### config.mk
export PLATFORM = sky130hd
export DESIGN_NAME = seg_display_mux_flat
export DESIGN_NICKNAME = d
export VERILOG_FILES = /design/src/rtl/seg_pkg.sv /design/src/rtl/seg_display_mux_if.sv /design/src/rtl/seg_hex_decoder.sv /design/src/rtl/seg_display_mux.sv /design/src/flat_wrapper.sv
export SDC_FILE = /design/constraint.sdc
export NUM_CORES = 1
export LEC_CHECK = 0
export BUFFER_PORTS_ARGS = -buffer_cell sky130_fd_sc_hd__buf_2
export CELL_PAD_IN_SITES_DETAIL_PLACEMENT = 1
export CELL_PAD_IN_SITES_GLOBAL_PLACEMENT = 2
export CORE_ASPECT_RATIO = 1.1
export CORE_MARGIN = 5
export CORE_UTILIZATION = 45
export CTS_BUF_LIST = sky130_fd_sc_hd__clkbuf_4 sky130_fd_sc_hd__clkbuf_8
export DETAILED_ROUTE_END_ITERATION = 8
export PLACE_DENSITY_LB_ADDON = 0.1
export SYNTH_ARGS = -nofsm -noshare
export SYNTH_HDL_FRONTEND = slang
export SYNTH_SLANG_ARGS = --single-unit
### constraint.sdc
create_clock -name clk -period 4.4 [get_ports clk]
set_input_delay 0.88 -clock clk [delete_from_list [all_inputs] [get_ports clk]]
set_output_delay 0.88 -clock clk [all_outputs]
set_load 0.03 [all_outputs]
### src/rtl/seg_pkg.sv
// rtl/seg_pkg.sv - glyph table, segment bit order and slot-index width helper
package seg_pkg;

   // Segment positions inside the 8-bit {a,b,c,d,e,f,g,dp} output byte
   localparam int SEG_A  = 7;
   localparam int SEG_B  = 6;
   localparam int SEG_C  = 5;
   localparam int SEG_D  = 4;
   localparam int SEG_E  = 3;
   localparam int SEG_F  = 2;
   localparam int SEG_G  = 1;
   localparam int SEG_DP = 0;

   // Hex glyphs 0..F, active-high, dp bit clear
   localparam logic [7:0] GLYPHS [16] = '{
      8'hFC, 8'h60, 8'hDA, 8'hF2, 8'h66, 8'hB6, 8'hBE, 8'hE0,
      8'hFE, 8'hF6, 8'hEE, 8'h3E, 8'h9C, 8'h7A, 8'h9E, 8'h8E
   };

   // Width of the slot index; never narrower than one bit
   function automatic int slot_width(input int n_digits);
      return (n_digits <= 2) ? 1 : $clog2(n_digits);
   endfunction

endpackage

### src/rtl/seg_display_mux_if.sv
// rtl/seg_display_mux_if.sv - valid/ready load channel for the display shadow data
interface seg_display_mux_if #(
   parameter int N_DIGITS = 4
);
   logic [4*N_DIGITS-1:0] i_data;
   logic [N_DIGITS-1:0]   i_dp;
   logic                  i_valid;
   logic                  o_ready;

   modport master (output i_data, output i_dp, output i_valid, input o_ready);
   modport slave  (input i_data, input i_dp, input i_valid, output o_ready);
endinterface

### src/rtl/seg_hex_decoder.sv
// rtl/seg_hex_decoder.sv - combinational nibble to seven-segment map, dp excluded
module seg_hex_decoder
   import seg_pkg::*;
(
   input  logic [3:0] nibble_i,
   output logic [6:0] seg_o
);

   logic [7:0] glyph;

   assign glyph = GLYPHS[nibble_i];
   assign seg_o = glyph[SEG_A:SEG_G];

endmodule

### src/rtl/seg_display_mux.sv
// rtl/seg_display_mux.sv - multiplexed N-digit 7-segment driver with frame-aligned loads
module seg_display_mux
   import seg_pkg::*;
#(
   parameter int N_DIGITS   = 4,
   parameter int CNT_WIDTH  = 14,
   parameter int PWM_BITS   = 4,
   parameter int BLINK_BITS = 6
) (
   input  logic                  clk,
   input  logic                  rst_n,
   seg_display_mux_if.slave      load_if,
   input  logic                  i_lz_blank,
   input  logic [PWM_BITS-1:0]   i_bright,
   input  logic [N_DIGITS-1:0]   i_blink,
   output logic [N_DIGITS-1:0]   o_anodes,
   output logic [7:0]            o_segments,
   output logic                  o_frame
);

   localparam int               POS_W    = slot_width(N_DIGITS);
   localparam logic [POS_W-1:0] LAST_POS = POS_W'(N_DIGITS - 1);

   logic [CNT_WIDTH-1:0]       pre_q, pre_d;
   logic [POS_W-1:0]           pos_q, pos_d;
   logic [BLINK_BITS-1:0]      frame_cnt_q, frame_cnt_d;
   logic [N_DIGITS-1:0][3:0]   pend_data_q, pend_data_d;
   logic [N_DIGITS-1:0]        pend_dp_q, pend_dp_d;
   logic                       pend_full_q, pend_full_d;
   logic [N_DIGITS-1:0][3:0]   shadow_data_q, shadow_data_d;
   logic [N_DIGITS-1:0]        shadow_dp_q, shadow_dp_d;
   logic [N_DIGITS-1:0]        anodes_q, anodes_d;
   logic [7:0]                 segments_q, segments_d;
   logic                       frame_q, frame_d;

   logic                       wrap;
   logic                       boundary;
   logic                       accept;
   logic [N_DIGITS-1:0]        lead_zero;
   logic                       zero_run;
   logic                       blank;
   logic [3:0]                 cur_nibble;
   logic [6:0]                 cur_seg7;

   assign wrap            = &pre_q;
   assign boundary        = wrap && (pos_q == LAST_POS);
   assign accept          = load_if.i_valid && !pend_full_q;
   assign load_if.o_ready = !pend_full_q;
   assign cur_nibble      = shadow_data_q[pos_q];

   seg_hex_decoder u_dec (
      .nibble_i (cur_nibble),
      .seg_o    (cur_seg7)
   );

   // Prescaler, slot index and frame counter advance
   always_comb begin
      pre_d       = pre_q + CNT_WIDTH'(1);
      pos_d       = pos_q;
      frame_cnt_d = frame_cnt_q;
      if (wrap) begin
         pos_d = (pos_q == LAST_POS) ? '0 : pos_q + POS_W'(1);
      end
      if (boundary) begin
         frame_cnt_d = frame_cnt_q + BLINK_BITS'(1);
      end
   end

   // Pending capture on handshake; pending moves to shadow only at a frame boundary
   always_comb begin
      pend_data_d   = pend_data_q;
      pend_dp_d     = pend_dp_q;
      pend_full_d   = pend_full_q;
      shadow_data_d = shadow_data_q;
      shadow_dp_d   = shadow_dp_q;
      if (boundary && pend_full_q) begin
         shadow_data_d = pend_data_q;
         shadow_dp_d   = pend_dp_q;
         pend_full_d   = 1'b0;
      end
      if (accept) begin
         pend_data_d = load_if.i_data;
         pend_dp_d   = load_if.i_dp;
         pend_full_d = 1'b1;
      end
   end

   // Leading-zero map: bit k set when shadow nibbles k..top are all zero
   always_comb begin
      lead_zero = '0;
      zero_run  = 1'b1;
      for (int k = N_DIGITS - 1; k >= 0; k--) begin
         zero_run     = zero_run && (shadow_data_q[k] == 4'h0);
         lead_zero[k] = zero_run;
      end
   end

   // Blank decision and next registered anode/segment/frame outputs
   always_comb begin
      blank = (i_lz_blank && (pos_q != '0) && lead_zero[pos_q])
           || (i_blink[pos_q] && frame_cnt_q[BLINK_BITS-1])
           || (pre_q[CNT_WIDTH-1 -: PWM_BITS] >= i_bright);
      anodes_d   = '1;
      segments_d = 8'h00;
      frame_d    = boundary;
      if (!blank) begin
         anodes_d[pos_q] = 1'b0;
         segments_d      = {cur_seg7, shadow_dp_q[pos_q]};
      end
   end

   // State and output registers, asynchronously cleared
   always_ff @(posedge clk or negedge rst_n) begin
      if (!rst_n) begin
         pre_q         <= '0;
         pos_q         <= '0;
         frame_cnt_q   <= '0;
         pend_data_q   <= '0;
         pend_dp_q     <= '0;
         pend_full_q   <= 1'b0;
         shadow_data_q <= '0;
         shadow_dp_q   <= '0;
         anodes_q      <= '1;
         segments_q    <= 8'h00;
         frame_q       <= 1'b0;
      end else begin
         pre_q         <= pre_d;
         pos_q         <= pos_d;
         frame_cnt_q   <= frame_cnt_d;
         pend_data_q   <= pend_data_d;
         pend_dp_q     <= pend_dp_d;
         pend_full_q   <= pend_full_d;
         shadow_data_q <= shadow_data_d;
         shadow_dp_q   <= shadow_dp_d;
         anodes_q      <= anodes_d;
         segments_q    <= segments_d;
         frame_q       <= frame_d;
      end
   end

   assign o_anodes   = anodes_q;
   assign o_segments = segments_q;
   assign o_frame    = frame_q;

endmodule

### src/flat_wrapper.sv
// flat-port wrapper written by rule: the top's interface ports become plain ports
module seg_display_mux_flat import seg_pkg::*;
#(
   parameter int N_DIGITS   = 4,
   parameter int CNT_WIDTH  = 14,
   parameter int PWM_BITS   = 4,
   parameter int BLINK_BITS = 6
)
  (clk, rst_n, i_lz_blank, i_bright, i_blink, o_anodes, o_segments, o_frame, load_if_i_data, load_if_i_dp, load_if_i_valid, load_if_o_ready);
  seg_display_mux_if #(.N_DIGITS(N_DIGITS)) load_if_i ();
  input  logic clk;
  input  logic rst_n;
  input  logic i_lz_blank;
  input  logic [PWM_BITS-1:0] i_bright;
  input  logic [N_DIGITS-1:0] i_blink;
  output logic [N_DIGITS-1:0] o_anodes;
  output logic [7:0] o_segments;
  output logic o_frame;
  input wire logic [$bits(load_if_i.i_data)-1:0] load_if_i_data;
  input wire logic [$bits(load_if_i.i_dp)-1:0] load_if_i_dp;
  input wire logic [$bits(load_if_i.i_valid)-1:0] load_if_i_valid;
  output wire logic [$bits(load_if_i.o_ready)-1:0] load_if_o_ready;
  assign load_if_i.i_data = load_if_i_data;
  assign load_if_i.i_dp = load_if_i_dp;
  assign load_if_i.i_valid = load_if_i_valid;
  assign load_if_o_ready = load_if_i.o_ready;
  seg_display_mux #(.N_DIGITS(N_DIGITS), .CNT_WIDTH(CNT_WIDTH), .PWM_BITS(PWM_BITS), .BLINK_BITS(BLINK_BITS)) u_core (.clk(clk), .rst_n(rst_n), .load_if(load_if_i), .i_lz_blank(i_lz_blank), .i_bright(i_bright), .i_blink(i_blink), .o_anodes(o_anodes), .o_segments(o_segments), .o_frame(o_frame));
endmodule
# == Word level (Yosys, flattened, before mapping) ==
# Memory sizes are Yosys's and may differ from the RTL's.
# Cells that the tools add are included.
# totals
romBits,128
output_inout_bits,14
mem_count,1
ff_bits,76
input_bits,32
# mem_list
name,depth,word_bits,read_ports,rd_clocked_by_memory_dff,write_ports,line,rtl
(no name shown),16,8,1,0,0,seg_hex_decoder.sv:11,assign glyph = GLYPHS[nibble_i];
# op_classes
muxes,17
n_addsub,3
bitwise,2
eq_ne,1
n_reduce_logical,20
magnitude_cmp,4
# op_table
cell,n
8-bit 2-to-1 mux,3
4-bit zero test,4
14-bit by 1-bit adder with 14-bit output (second input constant),1
14-bit AND reduction,1
1-bit logical AND,10
4-bit binary-select mux with 2-bit select,1
4-bit 2-to-1 mux,2
6-bit by 1-bit adder with 6-bit output (second input constant),1
1-bit binary-select mux with 2-bit select,3
1-bit 2-to-1 mux,6
5-bit greater-or-equal comparator (second input constant),1
4-bit inverter with 5-bit output,1
4-bit greater-or-equal comparator,1
4-bit inverter,1
2-bit nonzero test,2
2-bit by 3-bit less-than comparator with 1-bit output (second input constant),1
2-bit by 1-bit adder with 2-bit output (second input constant),1
1-bit demux with 2-bit select,1
2-bit equality test (second input constant),1
2-bit by 1-bit greater-or-equal comparator with 1-bit output (second input constant),1
1-bit logical OR,2
2-bit 2-to-1 mux,1
1-bit zero test,1

# == Longest topological paths before layout ==
# Gate-level depths: netlist of run 1.
# logic_depth
word_depth,10
depth_mapped,10
mapped_depth_nobuf,7

# == By module ==
# A second synthesis of run 1 with hierarchy kept.
# unflattened
cells_unflattened,266
area_unflattened_um2,3619.7
# by_module_without_submodules
mod,seq_area_each_um2,area_per_inst_um2,n_inst,cells_per_inst
seg_display_mux,1906.8,3331.9,1,233
seg_hex_decoder,0.0,287.8,1,33

# == Worst setup path before layout of run 1 ==
# OpenSTA, ideal clock, no wires.
# synth_path
path_kind,input-to-reg
start,input i_blink[3]
end,"register u_core.anodes_q[0], in the netlist u_core.o_anodes[0]"
n_path_buf,1
required_time_ns,4.318
setup_time_ns,0.082
path_stages,4
t_arrival_ns,2.102
path_slack_ns,2.216
cell_sequence,mux4_2 -> a2111o_1 -> buf_6 -> or2_1
# synth_via
elab_chain_cells,6
# synth_rtl
element,line,rtl
start: declaration,flat_wrapper.sv:15,input logic [N_DIGITS-1:0] i_blink;
1-bit binary-select mux with 2-bit select,seg_display_mux.sv:101,|| (i_blink[pos_q] && frame_cnt_q[BLINK_BITS-1])
1-bit 2-to-1 mux (implied by the code),seg_display_mux.sv:101,
1-bit logical AND,seg_display_mux.sv:101,
1-bit logical OR,seg_display_mux.sv:101,
1-bit logical OR,seg_display_mux.sv:102,|| (pre_q[CNT_WIDTH-1 -: PWM_BITS] >= i_bright);
4-bit 2-to-1 mux,seg_display_mux.sv:106,if (!blank) begin
net u_core.anodes_d[0],seg_display_mux.sv:32,"logic [N_DIGITS-1:0] anodes_q, anodes_d;"
end signal: assignment,seg_display_mux.sv:135,anodes_q <= anodes_d;
end: declaration,seg_display_mux.sv:32,
# The timed path passes the listed nets, and every way through them passes these cells. The select of a mux whose other input is x is not followed.
# A chain may end at the register's enable or synchronous reset.

# == Worst setup path after layout of run 1 ==
# layout_path
start,register u_core.pos_q[0]
end,"register u_core.segments_q[7], in the netlist u_core.o_segments[7]"
# layout_via
elab_chain_cells,7
elab_cells_between_ends,17
classes_between,9 x mux; 1 x bitwise; 6 x reduce/logical; 1 x memory
# layout_rtl
element,line,rtl
start: declaration,seg_display_mux.sv:25,"logic [POS_W-1:0] pos_q, pos_d;"
start signal: assignment,seg_display_mux.sv:128,pos_q <= pos_d;
4-bit binary-select mux with 2-bit select,seg_display_mux.sv:49,assign cur_nibble = shadow_data_q[pos_q];
4-bit 2-to-1 mux (implied by the code),seg_display_mux.sv:49,
4-bit inverter with 5-bit output (implied by the code),seg_hex_decoder.sv:11,
memory read 16 x 8 bit,-,
8-bit 2-to-1 mux (implied by the code) (2 in a row),seg_hex_decoder.sv:11,
8-bit 2-to-1 mux *,seg_display_mux.sv:106,
net u_core.segments_d[7],seg_display_mux.sv:33,"logic [7:0] segments_q, segments_d;"
end signal: assignment,seg_display_mux.sv:136,segments_q <= segments_d;
end: declaration,seg_display_mux.sv:33,
# Mark *: on every way through the listed nets, which the timed path passes. The rest lies on a longest branch. The select of a mux whose other input is x is not followed.

==> results of run 1 <==
==> registers in the layout, indices dropped and copies added (netlist names) <==
name and flops:
u_core.pos_q 2, u_core.pend_data_q 16, u_core.shadow_data_q 16, u_core.pend_dp_q 4, u_core.o_segments 8, u_core.pend_full_q 1
u_core.frame_cnt_q 6, u_core.o_anodes 4, u_core.pre_q 14, u_core.o_frame 1, u_core.shadow_dp_q 4
==> kinds of logic after synthesis <==
family	synth area share, %
flops	51.59
simple gates	10.39
mux	19.60
buf+inv	4.299
compound gates	5.010
xor+xnor	4.028
fa+ha+maj	5.078
==> layer usage <==
metal | vias up | GRT usage [%] | routed length [um]
li1 | 1089 | - | -
met1 | 1172 | 22.52 | 3580
met2 | 39 | 23.78 | 3411
met3 | 8 | 3.235 | 280
met4 | 0 | 6.914 | 91
met5 | - | 0 | 0
==> cell usage in the layout, fill, tap and decap left out, types with 5 or more instances in the layout <==
cell type,instances
buf_2,44
nor2_1,14
nor4_1,6
clkbuf_8,10
a21oi_1,6
ha_1,15
dfrtp_1,72
mux2_4,19
nand2_1,9
nand3_1,15
o21ai_0,6
mux2_2,26
inv_1,17
xnor2_1,13
nor3_1,5
==> cell type report <==
cell class / count / area share [%]
clock inverter: 5 / 0.6957
timing repair buffer: 45 / 5.505
tap: 108 / 3.267
clock buffer: 10 / 3.327
inverter: 18 / 1.633
sequential: 76 / 46.10
multi-input combinational: 178 / 39.47
==> worst max-delay path, stage by stage (launching register included) <==
cell	delay [ns]
dfrtp_1	0.71
mux4_1	0.77
inv_1	0.16
ha_1	0.30
a311oi_1	0.10
a21oi_1	0.18
a31oi_1	0.12
==> final timing paths <==
check	startpoint	endpoint	slack, ns	cells after the start
min in group asynchronous	rst_n	u_core.frame_cnt_q[1]	0.67	1
setup / recovery	u_core.pos_q[0]	u_core.o_segments[7]	1.91	6
setup reg to reg	u_core.pos_q[0]	u_core.o_segments[7]	1.91	6
max in group asynchronous	rst_n	u_core.pend_data_q[8]	3.10	1
hold / removal	u_core.frame_cnt_q[4]	u_core.frame_cnt_q[4]	0.47	1
hold reg to reg	u_core.frame_cnt_q[4]	u_core.frame_cnt_q[4]	0.47	1
==> through the flow <==
| step | cells | setup WS (ns) |
|---|---|---|
| floorplan | 281 | 2.216 |
| detailed placement | 425 | 1.923 |
| CTS | 440 | 1.935 |
| global placement | 425 | 1.948 |
| finish | 440 | 1.911 |
| global route | 440 | 1.736 |
==> where the power goes <==
group          internal (mW)  switching [mW]  total, mW
clock network          0.214           0.255      0.469
registers              0.722          0.0127      0.735
logic                 0.0308          0.0311     0.0618
==> flow_summary_export.csv, run 1 <==
group,metric,value,unit
floorplan,dieArea,10130,um^2
finish,drive_above_1_share,37.35,%
floorplan,core_area,7955,um^2
floorplan,fp.dieH,105.1,um
place,place.gp.congestion,0.7704,
clock_tree,clk_latency,0.34,ns
sta,finalCritPeriodShare,56.57,%
clock_tree,cts_buffer_depth,2,
synth,synth_top_area_share,48.75,%
critical_path,worstSetupEndpointType,"register",
synth,synth_edf_count,0,
critical_path,cp.arrival,2.69,ns
global_routing,gr-total-overflow,0,
global_routing,antenna_found_initial,0,
detailed_routing,ant_nets,0,
synth,syn_inst,281,
synth,synth.area.top_cells,"dfrtp_1, mux2_2, mux2_4",
sta,setup_viol,0,
place,place_hpwl,5275,um
global_routing,grt_max_degree,77,
floorplan,initial_core_util,46.46,%
detailed_routing,vias,2308,
clock_tree,clkTransAtPathRegs,0.08,ns
critical_path,start_kind,"register",
power,powerDensity,305.9,nW/um^2
synth,syn-num-nets,328,
clock_tree,cts_num_sinks,76,
floorplan,placementRows,34,
clock_tree,tritoncts,"yes",
hold_path,hp-class,"reg -> reg",
clock_tree,cts_hold_buf,0,
detailed_routing,drtIter0Drc,67,
finish,utilization,52.00,%
floorplan,io_pins,46,
clock_tree,cts_made_buffers,9,
run,maxCapViolations,0,
finish,fin_area,4136,um^2
sta,period_needed,2.489,ns
clock_tree,root_buffer,"clkbuf_8",
global_routing,grt_pass1_vias,2455,
place,place_area,3970,um^2
sta,clock_skew,0.008859,ns
sta,slew_headroom,30.04,%
sta,finalSetupTns,0,ns
synth,syn_area,3696,um^2
power,finalPower,1.265,mW
sta,worst_slew_pin_slew,1.045,ns
synth,syn_area_per_cell,13.15,um^2
detailed_routing,wire_per_inst,16.74,um
floorplan,dieWidth,96.41,um
place,port_buffers,45,
power,ir_worst_vdd,0.1736,mV
critical_path,required,4.60,ns
detailed_routing,wl,7364,um
sta,finalMaxSlewViolations,0,
synth,synth_common_cells,"dfrtp_1, mux2_2, mux2_4",
sta,rsz0062_at_grt,"no",
power,power.leakage,1.965,nW
global_routing,grt.total_usage,15.99,%
status,status,"finished clean",
finish,area_delta_synth_final,11.92,%
critical_path,crit_fanout,12,
synth,synth-main-ff-cell,"dfrtp_1",
sta,hold_ws,0.4664,ns
sta,fmax,0.4017,GHz
sta,hold_viol,0,
synth,ys_ff_latch,76,
detailed_routing,via_per_inst,5.245,
detailed_routing,drc_errors,0,
finish,fin_nets,375,
global_routing,grt_pass1_wl,12480,um
finish,fillCellCount,837,
finish,n_antenna_cell,0,
synth,ys_seq_area_share,51.59,%
synth,synth_cell_types,47,
detailed_routing,firstDrtPassIters,4,
clock_tree,post_cts_resized,0,
synth,ys_warn_count,0,
synth,synth.most_common_cell,"dfrtp_1",
synth,async_reset_ff_share,100.0,%
synth,yosysTopAreaCell,"dfrtp_1",
finish,multi_input_area,1633,um^2
clock_tree,post-cts-setup-buffer-count,0,
critical_path,critPathKind,"reg -> reg",
clock_tree,htreeDepth,3,
finish,ff_latch_area,1907,um^2
No activity file was read; power rests on OpenSTA's default activity.
==> run 2, diff against run 1 <==
--- a/config.mk
+++ b/config.mk
@@ -10,7 +10,7 @@
 export CELL_PAD_IN_SITES_GLOBAL_PLACEMENT = 2
 export CORE_ASPECT_RATIO = 1.1
 export CORE_MARGIN = 5
-export CORE_UTILIZATION = 45
+export CORE_UTILIZATION = 41
 export CTS_BUF_LIST = sky130_fd_sc_hd__clkbuf_4 sky130_fd_sc_hd__clkbuf_8
 export DETAILED_ROUTE_END_ITERATION = 8
 export PLACE_DENSITY_LB_ADDON = 0.1
==> constraint.sdc (replaced) <==
create_clock -name clk -period 2.4 [get_ports clk]
set_input_delay 0.48 -clock clk [delete_from_list [all_inputs] [get_ports clk]]
set_output_delay 0.48 -clock clk [all_outputs]
set_load 0.03 [all_outputs]
==> flow_summary_export.csv, run 2 (synthesis results as in run 1) <==
group,metric,value,unit
clock_tree,cts_hold_buf,0,
critical_path,cp_num_cells,8,
clock_tree,tritoncts,"yes",
hold_path,hp-class,"in -> async",
sta,finalSetupTns,0,ns
finish,reg_top3,"u_core.pend_data_q: 16 flops, u_core.shadow_data_q: 16 flops, u_core.pre_q: 14 flops",
critical_path,start_kind,"register",
power,powerDensity,573.5,nW/um^2
sta,hold_viol,0,
critical_path,crit_path_max_incr_delay,0.63,ns
critical_path,critPathMostFrequentCell,"inv_1",
detailed_routing,drc_errors,0,
global_routing,grt_pass1_wl,12670,um
critical_path,critPathKind,"reg -> reg",
clock_tree,cts_buffer_depth,2,
clock_tree,cts_num_sinks,76,
sta,finalMaxSlewViolations,0,
detailed_routing,firstDrtPassIters,4,
critical_path,r2r_end,"u_core.o_segments[0]",
critical_path,rr_worst_depth,8,
detailed_routing,ant_nets,0,
finish,n_antenna_cell,0,
sta,hold_ws,0.1272,ns
floorplan,placementRows,36,
finish,drive_above_1_share,39.00,%
floorplan,fp.dieH,109.6,um
floorplan,dieArea,11020,um^2
global_routing,grt.total_usage,14.95,%
critical_path,cp_top_family,"flip-flops",
sta,period_needed,2.060,ns
critical_path,crit_fanout,12,
floorplan,core_area,8828,um^2
power,ir_worst_vdd,0.3019,mV
critical_path,required,2.64,ns
sta,finalCritPeriodShare,85.83,%
detailed_routing,wire_per_inst,16.46,um
finish,area_delta_synth_final,14.89,%
clock_tree,root_buffer,"clkbuf_8",
place,place.gp.congestion,0.7858,
power,power.leakage,2.019,nW
critical_path,path_cells,"inv_1 -> ha_1 -> inv_1 -> nand3_1 -> a211oi_1 -> a2111o_1 -> buf_4 -> and2b_2",
critical_path,cp.arrival,2.30,ns
place,dp_cells,440,
detailed_routing,wl,7489,um
global_routing,gr-total-overflow,0,
sta,setup_viol,0,
sta,clock_skew,0.008025,ns
critical_path,slowest_stage,"dfrtp_1",
status,status,"finished clean",
finish,layout_common_cells,"dfrtp_1, buf_2, mux2_2",
clock_tree,clk_latency,0.35,ns
critical_path,worstSetupEndpointType,"register",
detailed_routing,via_per_inst,5.105,
global_routing,grt_pass1_vias,2484,
power,finalPower,2.435,mW
floorplan,initial_core_util,41.87,%
detailed_routing,vias,2323,
place,place_hpwl,5524,um
clock_tree,cts_made_buffers,9,
global_routing,antenna_found_initial,0,
sta,worst_slew_pin_slew,0.5589,ns
finish,instances_no_fill,455,
floorplan,dieWidth,100.5,um
finish,utilization,48.10,%
clock_tree,clkTransAtPathRegs,0.08,ns
place,port_buffers,45,
clock_tree,post_cts_resized,0,
critical_path,r2r_start,"u_core.pos_q[1]",
critical_path,critical_path_buf_inv_count,3,
detailed_routing,drtIter0Drc,48,
clock_tree,post-cts-setup-buffer-count,0,
critical_path,rrSetupSlack,0.34,ns
run,maxCapViolations,0,
finish,fin_nets,384,
sta,rsz0062_at_grt,"no",
floorplan,io_pins,46,
global_routing,grt_max_degree,42,
finish,layout_commonest_cell,"dfrtp_1",
sta,fmax,0.4854,GHz
clock_tree,htreeDepth,3,
sta,slew_headroom,62.74,%
run 2: power by group:
| part | total [mW] | leakage [nW] | switching (mW) | internal, mW |
|---|---|---|---|---|
| Clock | 0.969 | 0.0955 | 0.492 | 0.477 |
| Combinational | 0.119 | 0.954 | 0.0588 | 0.0605 |
| Sequential | 1.35 | 0.969 | 0.0242 | 1.32 |
| Total | 2.44 | 2.02 | 0.575 | 1.86 |
run 2: worst max-delay path by stage:
stage	from	slack, ns	to
6_report	u_core.pos_q[1]	0.34	u_core.o_segments[0]
3_3_place_gp	u_core.pos_q[1]	0.31	u_core.o_segments[0]
5_1_grt	u_core.pos_q[1]	0.15	u_core.o_segments[0]
3_5_place_dp	u_core.pos_q[1]	0.36	u_core.o_segments[0]
4_1_cts	u_core.pos_q[1]	0.32	u_core.o_segments[0]
2_1_floorplan	u_core.pos_q[0]	0.46	u_core.o_segments[4]
run 2: routing by layer:
metal / vias to the layer above / share of wire, % / global-route usage [%]
met5: - / 0 / 0
met4: 0 / 1.5 / 6.064
met3: 9 / 3.0 / 2.602
met2: 38 / 46 / 22.96
met1: 1171 / 50 / 20.99
li1: 1105 / - / -
run 2: through the flow:
step	setup WS, ns	instance area, um^2
floorplan	0.4634	3696
CTS	0.3205	4247
detailed placement	0.3642	4058
finish	0.3400	4247
global placement	0.3121	4058
global route	0.1496	4247
run 2: cell type report:
class | instances | area (um^2)
multi-input combinational | 178 | 1633
timing repair buffer | 54 | 307.8
clock inverter | 6 | 65.06
clock buffer | 9 | 123.9
inverter | 18 | 67.56
sequential | 76 | 1907
tap | 114 | 142.6
fill | 947 | 4582
==> run 3, diff against run 2 <==
--- a/config.mk
+++ b/config.mk
@@ -13,6 +13,7 @@
 export CORE_UTILIZATION = 41
 export CTS_BUF_LIST = sky130_fd_sc_hd__clkbuf_4 sky130_fd_sc_hd__clkbuf_8
 export DETAILED_ROUTE_END_ITERATION = 8
+export MAX_ROUTING_LAYER = met4
 export PLACE_DENSITY_LB_ADDON = 0.1
 export SYNTH_ARGS = -nofsm -noshare
 export SYNTH_HDL_FRONTEND = slang
==> constraint.sdc (replaced) <==
create_clock -name clk -period 2.4 [get_ports clk]
set_input_delay 0.36 -clock clk [delete_from_list [all_inputs] [get_ports clk]]
set_output_delay 0.36 -clock clk [all_outputs]
set_load 0.03 [all_outputs]
==> flow_summary_export.csv, run 3 (synthesis results as in run 1) <==
group,metric,value,unit
power,pwr-share-seq,53.2,%
critical_path,cp_top_family,"flip-flops",
critical_path,critical_path_buf_inv_count,3,
finish,fin_nets,385,
floorplan,initial_core_util,41.87,%
floorplan,io_pins,46,
clock_tree,clkTransAtPathRegs,0.08,ns
critical_path,worstSetupEndpointType,"register",
floorplan,core_area,8828,um^2
sta,rsz0062_at_grt,"no",
place,place_hpwl,5549,um
critical_path,path_cells,"inv_1 -> ha_1 -> inv_1 -> nand3_1 -> a211oi_1 -> a2111o_1 -> buf_4 -> and2b_2",
finish,layout_commonest_cell,"dfrtp_1",
sta,finalSetupTns,0,ns
sta,hold_viol,0,
place,port_buffers,45,
sta,setup_viol,0,
finish,instances_no_fill,456,
finish,reg_top3,"u_core.pend_data_q: 16 flops, u_core.shadow_data_q: 16 flops, u_core.pre_q: 14 flops",
critical_path,start_kind,"register",
global_routing,grtUsageMet2,22.73,%
detailed_routing,vias,2276,
finish,utilization,48.30,%
place,place.gp.congestion,0.7704,
critical_path,r2r_start,"u_core.pos_q[1]",
critical_path,slowest_stage,"dfrtp_1",
floorplan,fp.dieH,109.6,um
critical_path,r2r_end,"u_core.o_segments[0]",
detailed_routing,via_per_inst,4.991,
floorplan,dieArea,11020,um^2
detailed_routing,drc_errors,0,
critical_path,critPathMostFrequentCell,"inv_1",
detailed_routing,ant_nets,0,
clock_tree,htreeDepth,3,
sta,period_needed,2.128,ns
global_routing,grt_max_degree,43,
sta,finalCritPeriodShare,88.69,%
power,intPower,1.972,mW
power,powerDensity,593.5,nW/um^2
sta,finalMaxSlewViolations,0,
global_routing,met3_usage,3.553,%
global_routing,antenna_found_initial,0,
clock_tree,tritoncts,"yes",
critical_path,rrSetupSlack,0.27,ns
critical_path,required,2.65,ns
run,maxCapViolations,0,
clock_tree,post_cts_resized,0,
power,p_comb_share,4.7,%
clock_tree,cts_buffer_depth,2,
floorplan,dieWidth,100.5,um
power,ir_worst_vdd,0.4646,mV
hold_path,min_from,"load_if_i_data[2]",
global_routing,grt_pass1_wl,12850,um
detailed_routing,wl,7490,um
finish,n_antenna_cell,0,
detailed_routing,firstDrtPassIters,4,
clock_tree,cts_made_buffers,9,
clock_tree,root_buffer,"clkbuf_8",
detailed_routing,drtIter0Drc,60,
critical_path,crit_fanout,12,
finish,area_delta_synth_final,15.37,%
critical_path,critPathKind,"reg -> reg",
floorplan,placementRows,36,
finish,layout_common_cells,"dfrtp_1, buf_2, mux2_2",
finish,drive_above_1_share,38.89,%
critical_path,cp.arrival,2.37,ns
detailed_routing,wire_per_inst,16.43,um
global_routing,grt-busiest-layer,"met2",
finish,fillCellCount,956,
power,finalPower,2.531,mW
status,status,"finished clean",
sta,fmax,0.4698,GHz
global_routing,gr-total-overflow,0,
global_routing,grt.total_usage,15.66,%
global_routing,grt_pass1_vias,2465,
sta,slew_headroom,62.90,%
critical_path,crit_path_max_incr_delay,0.61,ns
power,p_sw_share,22.07,%
power,power_frac_clock,42.1,%
clock_tree,clk_latency,0.35,ns
hold_path,min_to,"u_core.pend_data_q[2]",
power,p_sw,0.5586,mW
place,dp_cells,440,
hold_path,hold_depth,2,
sta,worst_slew_pin_slew,0.5565,ns
global_routing,grt_util_met1,21.47,%
sta,clock_skew,0.01041,ns
clock_tree,cts_num_sinks,76,
power,power.leakage,2.029,nW
hold_path,hp-class,"in -> reg",
critical_path,rr_worst_depth,8,
==> run 3: cell types whose count changed in the layout (fill, tap and decap cells not counted), sizes merged <==
cell / change
inv: -1
bufinv: +1
clkinv: -1
clkbuf: +1
dlygate4sd3: +1
==> run 3: metal layers <==
layer	wire (um)	share of wire [%]	vias up
met5	0	0	-
met4	119	1.6	0
met3	259	3.5	8
met2	3426	46	35
met1	3685	49	1132
li1	-	-	1101
==> run 3: power by group through the flow <==
stage	Sequential, mW	Clock, mW	Combinational, mW
floorplan	1.37	0	0.0473
global route	1.35	1.17	0.136
global placement	1.37	0	0.118
CTS	1.35	1.11	0.124
detailed placement	1.37	0	0.122
finish	1.35	1.06	0.119
==> run 3: final cells by class <==
cell class / count / area (um^2) / share of cell area [%]
clock buffer: 10 / 131.4 / 3.081
clock inverter: 5 / 77.57 / 1.819
inverter: 18 / 67.56 / 1.585
multi-input combinational: 178 / 1633 / 38.29
sequential: 76 / 1907 / 44.72
tap: 114 / 142.6 / 3.345
timing repair buffer: 55 / 305.3 / 7.160
==> run 3: worst reg2reg max path: cells and delay by family, from the launching register on <==
kind,cells,cell delay (ns)
AOI/OAI and AO/OA,2,0.41
adders and majority gates,1,0.22
buffers and inverters,3,0.47
DFF,1,0.61
and+or+nand+nor,2,0.30
==> run 3: worst max-delay path by stage <==
| stage | start | end | cells past startpoint |
|---|---|---|---|
| 2_1_floorplan | u_core.pos_q[0] | u_core.o_segments[4] | 6 |
| 3_3_place_gp | u_core.pos_q[1] | u_core.o_segments[0] | 8 |
| 3_5_place_dp | u_core.pos_q[1] | u_core.o_segments[0] | 8 |
| 4_1_cts | u_core.pos_q[1] | u_core.o_segments[0] | 8 |
| 5_1_grt | u_core.pos_q[1] | u_core.o_segments[0] | 8 |
| 6_report | u_core.pos_q[1] | u_core.o_segments[0] | 8 |
==> run 3: what timing repair did <==
action                                  CTS  global route
endpoints found under the setup margin    0             0
buffers inserted                          0             0
hold buffers                              1             0
endpoints found under the hold margin     9             0
==> run 3: per-stage QoR <==
step	hold WS, ns	worst slack, ns	instance area, um^2
detailed placement	0.3797	0.2482	4045
global placement	0.3822	0.2183	4045
finish	0.2385	0.2715	4264
floorplan	0.06441	0.4634	3696
CTS	0.2154	0.2276	4264
global route	0.2182	0.04663	4264
